`config.mk`:
```
export PLATFORM = sky130hd
export DESIGN_NAME = riscv_mmio_bridge
export DESIGN_NICKNAME = d
export VERILOG_FILES = /design/src/rtl/riscv_mmio_bridge.sv
export SDC_FILE = /design/constraint.sdc
export NUM_CORES = 1
export LEC_CHECK = 0
export ABC_CLOCK_PERIOD_IN_PS = 7230
export BUFFER_PORTS_ARGS = -buffer_cell sky130_fd_sc_hd__buf_2
export CAP_MARGIN = 15
export CORE_ASPECT_RATIO = 1.2
export CORE_MARGIN = 4
export CORE_UTILIZATION = 40
export DETAILED_ROUTE_END_ITERATION = 16
export SYNTH_ARGS = -nofsm -noshare
export SYNTH_HDL_FRONTEND = slang
export SYNTH_SLANG_ARGS = --single-unit
```
`constraint.sdc`:
```
create_clock -name clk -period 7.23 [get_ports clk]
set_clock_uncertainty 0.05 [all_clocks]
set_input_delay 0.723 -clock clk [delete_from_list [all_inputs] [get_ports clk]]
set_output_delay 0.723 -clock clk [all_outputs]
set_load 0.01 [all_outputs]
```
`src/rtl/riscv_mmio_bridge.sv`:
```
// riscv_mmio_bridge: decodes the 0xFFFFFC00 I/O window and provides switches, GPO, keyboard and timer registers
module riscv_mmio_bridge #(
  parameter int NUM_GPO     = 2,
  parameter int SW_WIDTH    = 24,
  parameter int KB_WIDTH    = 5,
  parameter int SYNC_STAGES = 2
) (
  input  logic                  clk,
  input  logic                  rst,
  input  logic [31:0]           addr,
  input  logic                  wr_en,
  input  logic [1:0]            wr_size,
  input  logic [31:0]           wr_data,
  input  logic                  rd_en,
  input  logic [31:0]           mem_rdata,
  output logic                  mem_wr_en,
  output logic [31:0]           rdata,
  input  logic [SW_WIDTH-1:0]   sw,
  input  logic                  kb_valid,
  input  logic [KB_WIDTH-1:0]   kb_code,
  output logic [NUM_GPO*32-1:0] gpo,
  output logic                  timer_irq
);
  logic                is_io, io_wr, wr_st, wr_tm, wr_cmp, rd_kb, kb_take;
  logic [5:0]          idx;
  logic [31:0]         mask, wdat, wm, io_rd, timer, cmp, status_merge;
  logic [SW_WIDTH-1:0] sync [SYNC_STAGES];
  logic [31:0]         gpo_r [NUM_GPO];
  logic [KB_WIDTH-1:0] kb_code_r;
  logic                kb_v, kb_ovf, tmatch;
  assign is_io     = (addr & 32'hFFFF_FF00) == 32'hFFFF_FC00;
  assign idx       = addr[7:2];
  assign mem_wr_en = wr_en & ~is_io;
  assign io_wr     = wr_en & is_io;
  assign wr_st     = io_wr && idx == 6'h11;
  assign wr_tm     = io_wr && idx == 6'h12;
  assign wr_cmp    = io_wr && idx == 6'h13;
  assign rd_kb     = rd_en && is_io && idx == 6'h10;
  assign kb_take   = kb_valid & (~kb_v | rd_kb);
  assign timer_irq = tmatch;
  assign rdata     = is_io ? io_rd : mem_rdata;
  // Sub-word stores replicate data across lanes; the mask selects the lane to merge.
  always_comb begin
    mask = wr_size == 2'b00 ? 32'h0000_00FF << {addr[1:0], 3'b000} :
           wr_size == 2'b01 ? (addr[1] ? 32'hFFFF_0000 : 32'h0000_FFFF) : 32'hFFFF_FFFF;
    wdat = wr_size == 2'b00 ? {4{wr_data[7:0]}} :
           wr_size == 2'b01 ? {2{wr_data[15:0]}} : wr_data;
    wm   = wdat & mask;
    status_merge = wr_st ? wm : 32'h0;
  end
  always_comb begin
    io_rd = 32'h0;
    if (idx == 6'h00) io_rd = 32'(sync[SYNC_STAGES-1]);
    for (int i = 0; i < NUM_GPO; i++)
      if (idx == 6'(i + 1)) io_rd = gpo_r[i];
    if (idx == 6'h10) io_rd = 32'(kb_code_r) | {kb_v, 31'h0};
    if (idx == 6'h11) io_rd = {29'h0, tmatch, kb_ovf, kb_v};
    if (idx == 6'h12) io_rd = timer;
    if (idx == 6'h13) io_rd = cmp;
  end
  always_ff @(posedge clk or posedge rst)
    if (rst) begin
      for (int i = 0; i < SYNC_STAGES; i++) sync[i] <= '0;
    end else begin
      sync[0] <= sw;
      for (int i = 1; i < SYNC_STAGES; i++) sync[i] <= sync[i-1];
    end
  for (genvar g = 0; g < NUM_GPO; g++) begin : g_gpo
    assign gpo[32*g +: 32] = gpo_r[g];
    always_ff @(posedge clk or posedge rst)
      if (rst) gpo_r[g] <= 32'h0;
      else if (io_wr && idx == 6'(g + 1)) gpo_r[g] <= (gpo_r[g] & ~mask) | wm;
  end
  // A load of KB_DATA in the same cycle as a new code frees the slot, so no overflow.
  always_ff @(posedge clk or posedge rst)
    if (rst) begin
      kb_code_r <= '0;
      kb_v      <= 1'b0;
      kb_ovf    <= 1'b0;
    end else begin
      if (kb_take) kb_code_r <= kb_code;
      kb_v   <= kb_valid | (kb_v & ~rd_kb);
      kb_ovf <= (kb_ovf & ~status_merge[1]) | (kb_valid & kb_v & ~rd_kb);
    end
  always_ff @(posedge clk or posedge rst)
    if (rst) begin
      timer  <= 32'h0;
      cmp    <= 32'hFFFF_FFFF;
      tmatch <= 1'b0;
    end else begin
      timer  <= wr_tm ? (timer & ~mask) | wm : timer + 32'h1;
      if (wr_cmp) cmp <= (cmp & ~mask) | wm;
      tmatch <= (tmatch & ~status_merge[2]) | (timer == cmp);
    end
endmodule

```
==> results of run 1 <==
-- synth_stat cells (5+ instances only) --
| master | instances |
|---|---|
| dfrtp_1 | 152 |
| nand2_1 | 121 |
| o21ai_0 | 108 |
| mux2_2 | 63 |
| mux2i_1 | 46 |
| clkbuf_1 | 41 |
| nor2_1 | 34 |
| dfstp_2 | 32 |
| xor2_1 | 32 |
| a21oi_1 | 31 |
| nand3_1 | 31 |
| nand4_1 | 25 |
| and2_1 | 17 |
| o2bb2ai_1 | 17 |
| buf_2 | 14 |
| nor4_1 | 12 |
| o211ai_1 | 12 |
| nor3_1 | 9 |
| a222oi_1 | 8 |
| and3_1 | 8 |
| inv_1 | 8 |
| a22o_1 | 6 |
| and4_1 | 6 |
| nand3_2 | 6 |
| and2_0 | 5 |
| o221a_2 | 5 |
| o221ai_1 | 5 |
| o22ai_1 | 5 |
| o31ai_1 | 5 |
| or3_1 | 5 |
-- cell families (layout without fill, tap and decap cells) --
| kind of cell | count (synthesis) | in the layout | share of synthesized area [%] |
|---|---|---|---|
| buf+inv | 70 | 281 | 3.01 |
| compound gates | 251 | 251 | 17.2 |
| other cells | 0 | 1 | 0 |
| mux | 111 | 111 | 12.2 |
| xor+xnor | 32 | 32 | 2.88 |
| fa+ha+maj | 1 | 1 | 0.128 |
| simple gates | 312 | 312 | 16.8 |
| flops | 184 | 184 | 47.7 |
-- worst reg2reg max path: cells and delay by family, from the launching register on --
| family | cells | cell delay [ns] |
|---|---|---|
| AOI/OAI and AO/OA | 2 | 0.40 |
| DFF | 1 | 0.58 |
| and+or+nand+nor | 3 | 1.45 |
-- worst min-delay path by stage --
stage | endpoint | slack (ns) | from | depth (start not counted)
after floorplan | sync[0] | 0.28 | sync[24] | 0
after global placement | sync[11] | 0.28 | sync[35] | 0
after detailed placement | sync[13] | 0.28 | sync[37] | 0
after CTS | sync[13] | 0.30 | sync[37] | 0
after global routing | sync[19] | 0.31 | sync[43] | 0
final | sync[13] | 0.30 | sync[37] | 0
-- layer usage --
layer / track usage, % / vias up / wire length [um]
li1: - / 3962 / -
met1: 33.1 / 4184 / 14000
met2: 41.2 / 356 / 16200
met3: 4.07 / 59 / 2290
met4: 8.77 / 4 / 960
met5: 0 / - / 36
-- stage by stage --
stage	instance area (um2)	setup WS (ns)	util, %
floorplan	9740	1.51	-
global route	11800	3.20	49.1
finish	11800	3.48	49.1
global placement	11100	2.97	46.5
detailed placement	11200	3.47	46.6
CTS	11800	3.46	49.1
-- report_power, final --
part / internal, mW / total, mW / switching (mW) / leakage, nW
registers: 1.05 / 1.05 / 0.00518 / 2.24
clock network: 0.525 / 0.976 / 0.450 / 0.290
logic: 0.0638 / 0.180 / 0.116 / 2.88
-- layout make-up --
class,count,area [um2],area share [%]
multi-input cells,707,4830,41.0
clock inverters,15,185,1.57
repair buffers,241,1260,10.7
well taps,320,400,3.40
diodes,1,2.50,0.0213
inverters,8,35.0,0.298
clock buffers,17,425,3.61
flip-flops and latches,184,4640,39.4
==> impl_metrics.toml, run 1 <==
[floorplan]
die_w_um = 150
io_pins = 230
rows = 62
dieArea_um2 = 26900
core_um2 = 24000
die_h_um = 179
start_util_pct = 40.6

[min_path]
hold_path.class = "reg2reg"

[timing]
fmaxAchievable_ghz = 0.267
period_share_pct = 51.8
rsz0062_at_grt = "no"
finalSetupViolCount = 0
tightest_slew_ns = 0.893
hold_slack_ns = 0.300
slew_headroom_pct = 40.3
period_minus_slack_ns = 3.75
maxSlewViolCount = 0
finalSetupTns_ns = 0
hold_violations = 0

[worst_setup_path]
cpPeakStageDelay_ns = 0.58
crit_family = "simple AND/OR/NAND/NOR gates"
cp_common_cell = "buf_2"
regToRegSetupSlack_ns = 4.63
start_kind = "primary input"
slowest_stage = "nand3_1"
cp_cell_sequence = "buf_2 -> nor4b_2 -> nand3_1 -> buf_16 -> o2bb2ai_1 -> o21ai_0 -> buf_2"
critPathKind = "in2out"
path_depth = 7
worstPathRequired_ns = 6.46
cp_max_fo = 20
critical_path_arrival_ns = 2.98
reg2reg_depth = 5
crit_path_end_kind = "output port"
critPathBufInv = 3
setup.worst_path.start = "addr[6]"
endpoint = "rdata[12]"

[placement]
hpwl_um = 24800
placed_cells = 1460
numPortBuffers = 229
gp_congestion = 0.956

[final_layout]
mostFrequentLayoutCell = "buf_2"
finalNetCount = 1292
synthToLayoutAreaGrowth_pct = 20.9
stdcell_count = 1493
final_cell_mix = "229 x buf_2, 152 x dfrtp_1, 120 x nand2_1, 108 x o21ai_0, 63 x mux2_2"
drive_gt1_share_pct = 34.2
fillers = 2218

[clock_tree]
ctsResizeCount = 0
clockBufferDepth = 2
cts_buffers = 17
clock_latency_ns = 0.43
htree_levels = 4
clockRootBuffer = "clkbuf_16"
cts_setup_buffers = 0
cts_sinks = 184
postCtsHoldBufs = 0
clk_pin_slew_ns = 0.07
cts_tree = "yes"

[drt]
first_pass_iters = 7
routedWlPerCell_um = 22.4
via_per_inst = 5.74
vias = 8565
ant_nets = 0
drt_wl_total_um = 33500
drtIter0Drc = 684
drc = 0

[logic_synthesis]
synth_nets = 1094
ys_seq_elements = 184
yosys_warnings = 0
yosys-top-cells-area = "dfrtp_1 39%, dfstp_2 8.6%, mux2_2 7.3%"
synth_top_cell_by_area = "dfrtp_1"
synth_cell_types = 73
synth-seq-area-share_pct = 47.7
synth_edf_count = 0
netlist_instances = 961
syn_area_um2 = 9740
synth.avg_cell_area_um2 = 10.1
ys.flop_type = "dfrtp_1"
yosys.area.top_type_share_pct = 39.0
ys_async_sr_fraction_pct = 100

[status]
run_status = "finished clean"

[power]
p_leak_nw = 5.41
p_total_mw = 2.21
vdd_ir_drop_max_mv = 0.151
p_per_area_nw_per_um2 = 187

[global_route]
antenna_found_initial = 2
grtUsageTotal_pct = 24.9
grt_pass1_wl_um = 50500
grt_max_degree = 65
grt_pass1_vias = 8420
grt_overflow = 0

[flow_run]
cap_violations = 0
(Power assumes the default switching activity.)
==> run 2, diff against run 1 <==
--- a/config.mk
+++ b/config.mk
@@ -5,7 +5,8 @@
 export SDC_FILE = /design/constraint.sdc
 export NUM_CORES = 1
 export LEC_CHECK = 0
-export ABC_CLOCK_PERIOD_IN_PS = 7230
+export ABC_AREA = 1
+export ABC_CLOCK_PERIOD_IN_PS = 3400
 export BUFFER_PORTS_ARGS = -buffer_cell sky130_fd_sc_hd__buf_2
 export CAP_MARGIN = 15
 export CORE_ASPECT_RATIO = 1.2
==> constraint.sdc (replaced) <==
create_clock -name clk -period 3.4 [get_ports clk]
set_clock_uncertainty 0.05 [all_clocks]
set_input_delay 0.34 -clock clk [delete_from_list [all_inputs] [get_ports clk]]
set_output_delay 0.34 -clock clk [all_outputs]
set_load 0.01 [all_outputs]
==> run 2 against run 1 <==
  * Wire length grew 18%
  * Clock power grew 100%
  * Highest routed layer is now met4
  * Register-to-register slack lost 3.5 ns
  * Final area grew 10%
  * First-iteration DRC count grew 37%
  * Sequential cell count is the same
  * Critical path type unchanged
  * Sequential power grew 110%
  * Final cell count grew 42%
==> impl_metrics.toml, run 2 <==
[power]
vdd_ir_drop_max_mv = 0.333
p_per_area_nw_per_um2 = 358
p_leak_nw = 6.96

[floorplan]
core_um2 = 26400
rows = 65
die_h_um = 187
die_w_um = 157
dieArea_um2 = 29400
io_pins = 230
start_util_pct = 40.6

[final_layout]
synthToLayoutAreaGrowth_pct = 21.2
antenna_cells = 0
fillers = 2685
finalNetCount = 1907
mostFrequentLayoutCell = "nand2_1"
fin_area_um2 = 13000
final_cell_mix = "624 x nand2_1, 229 x buf_2, 152 x dfrtp_1, 145 x o21ai_0, 137 x inv_1"
drive_gt1_share_pct = 19.6
stdcell_count = 2122

[logic_synthesis]
ys.flop_type = "dfrtp_1"
synth_edf_count = 0
yosysMostFrequentCell = "nand2_1"
synth-seq-area-share_pct = 43.4
ys_async_sr_fraction_pct = 100
synth_cell_types = 36
ys_seq_elements = 184
synth_nets = 1675
syn_area_um2 = 10700
yosys-top-cells-area = "dfrtp_1 36%, nand2_1 22%, dfstp_2 7.9%"
yosys.area.top_type_share_pct = 35.6
synth.avg_cell_area_um2 = 6.93
synthTopCellsByCount = "625 x nand2_1, 152 x dfrtp_1, 145 x o21ai_0, 138 x inv_1, 136 x nor2_1"
synth_top_cell_by_area = "dfrtp_1"
yosys_warnings = 0
netlist_instances = 1542

[drt]
via_per_inst = 5.25
routedWlPerCell_um = 18.7
drtIter0Drc = 940
first_pass_iters = 7
drt_wl_total_um = 39600
drc = 0
vias = 11100
ant_nets = 0

[worst_setup_path]
critPathKind = "in2out"
cp_common_cell = "nor2_1"
worstPathRequired_ns = 3.01
cp_max_fo = 19
crit_family = "buffers and inverters"
setup.worst_path.start = "addr[8]"
regToRegSetupSlack_ns = 1.11
slowest_stage = "inv_2"
critical_path_arrival_ns = 2.31
cpPeakStageDelay_ns = 0.41
start_kind = "primary input"
crit_path_end_kind = "output port"
cp_cell_sequence = "buf_2 -> inv_1 -> nand2_1 -> nor2_1 -> nand2_1 -> inv_1 -> nand2_2 -> inv_2 -> o21ai_0 -> nor2_1 -> nor2_1 -> buf_2"
critPathBufInv = 5

[clock_tree]
clk_pin_slew_ns = 0.07
htree_levels = 4
clockBufferDepth = 2
cts_buffers = 17
clock_latency_ns = 0.45
clockRootBuffer = "clkbuf_16"
cts_tree = "yes"
cts_sinks = 184

[timing]
fmaxAchievable_ghz = 0.370
hold_slack_ns = 0.0801
period_share_pct = 79.4
hold_violations = 0
finalSetupTns_ns = 0
finalSetupViolCount = 0
period_minus_slack_ns = 2.70
maxSlewViolCount = 0
tightest_slew_ns = 1.01
rsz0062_at_grt = "no"
slew_headroom_pct = 32.3

[global_route]
grt_overflow = 0
grt_pass1_vias = 10900
antenna_found_initial = 0
grtUsageTotal_pct = 26.8
grt_max_degree = 72
grt_pass1_wl_um = 61200

[placement]
gp_congestion = 0.972
hpwl_um = 30200
numPortBuffers = 229
placed_cells = 2065
postPlaceCellArea_um2 = 12100

[status]
run_status = "finished clean"

[min_path]
hold_path.class = "in2reg"
worstHoldStart = "kb_code[4]"

[flow_run]
cap_violations = 0
[run 2: changes by cell type in the layout (fill, tap and decap cells not counted), sizes merged, moves of 14 or more]
cell and change:
nand2 +504, inv +136, nor2 +123, nand3 +74, mux2 -65, o21ai +50, mux2i -46, dlygate4sd3 +25
and2 -22, o2bb2ai -17, xor2 -16, nor4 -14
[run 2: through the flow]
step / worst slack [ns] / power [mW] / util [%]
after floorplan: 0.672 / 2.45 / -
after global placement: 0.759 / 2.66 / 46.0
after detailed placement: 0.726 / 2.66 / 46.0
after CTS: 0.716 / 4.66 / 49.2
after global routing: 0.517 / 4.79 / 49.2
final: 0.700 / 4.64 / 49.2
[run 2: final timing paths]
check	to	cells after the start
setup / recovery	rdata[26]	12
hold / removal	kb_code_r[4]	3
setup reg to reg	flop	10
hold reg to reg	sync[17]	0
max in group asynchronous	async pin	4
min in group asynchronous	sync[27]	3
[run 2: cell type report]
class | count | area (um2) | share of cell area, %
clock buffer | 17 | 425 | 3.28
clock inverter | 15 | 158 | 1.22
inverter | 145 | 548 | 4.23
multi-input combinational | 1156 | 5210 | 40.2
sequential | 184 | 4640 | 35.8
tap | 335 | 419 | 3.23
timing repair buffer | 270 | 1550 | 12.0
[run 2: report_power, final]
group          leakage, nW  total, mW  switching (mW)  internal, mW
clock                0.281       1.99            1.01         0.983
sequential            2.14       2.22         0.00695          2.22
combinational         4.54      0.419           0.279         0.140
total                 6.96       4.64            1.30          3.34
[run 2: worst register-to-register path, cell delays in order, from the launching register on]
cell	delay, ns
dfrtp_1	0.47
ha_1	0.24
nand2_1	0.08
nor2_1	0.34
nand2_1	0.32
nor2_1	0.33
nand2_1	0.09
nand2_1	0.07
nand3_1	0.07
nand2_1	0.07
nand2_1	0.05
[run 2: layer usage]
metal / vias up / wire (um) / track usage, %
met3: 65 / 2870 / 4.72
met5: - / 0 / 0
met4: 0 / 1130 / 8.51
met2: 471 / 18500 / 43.2
li1: 5335 / - / -
met1: 5274 / 17100 / 36.5
[run 2: timing repair]
| item | 4_1_cts | 5_1_grt |
|---|---|---|
| setup buffers | 0 | 0 |
| gates resized for setup | 0 | 0 |
| hold endpoints to repair | 51 | 0 |
| hold buffers | 25 | 0 |
[run 2: kinds of logic after synthesis]
| logic type | Yosys count | synth area share (%) |
|---|---|---|
| adder cells (fa/ha/maj) | 1 | 0.117 |
| flip-flops | 184 | 43.4 |
| AND/OR/NAND/NOR | 939 | 37.2 |
| buffers and inverters | 202 | 7.83 |
| XOR/XNOR | 21 | 1.72 |
| AO/OA/AOI/OAI | 195 | 9.67 |
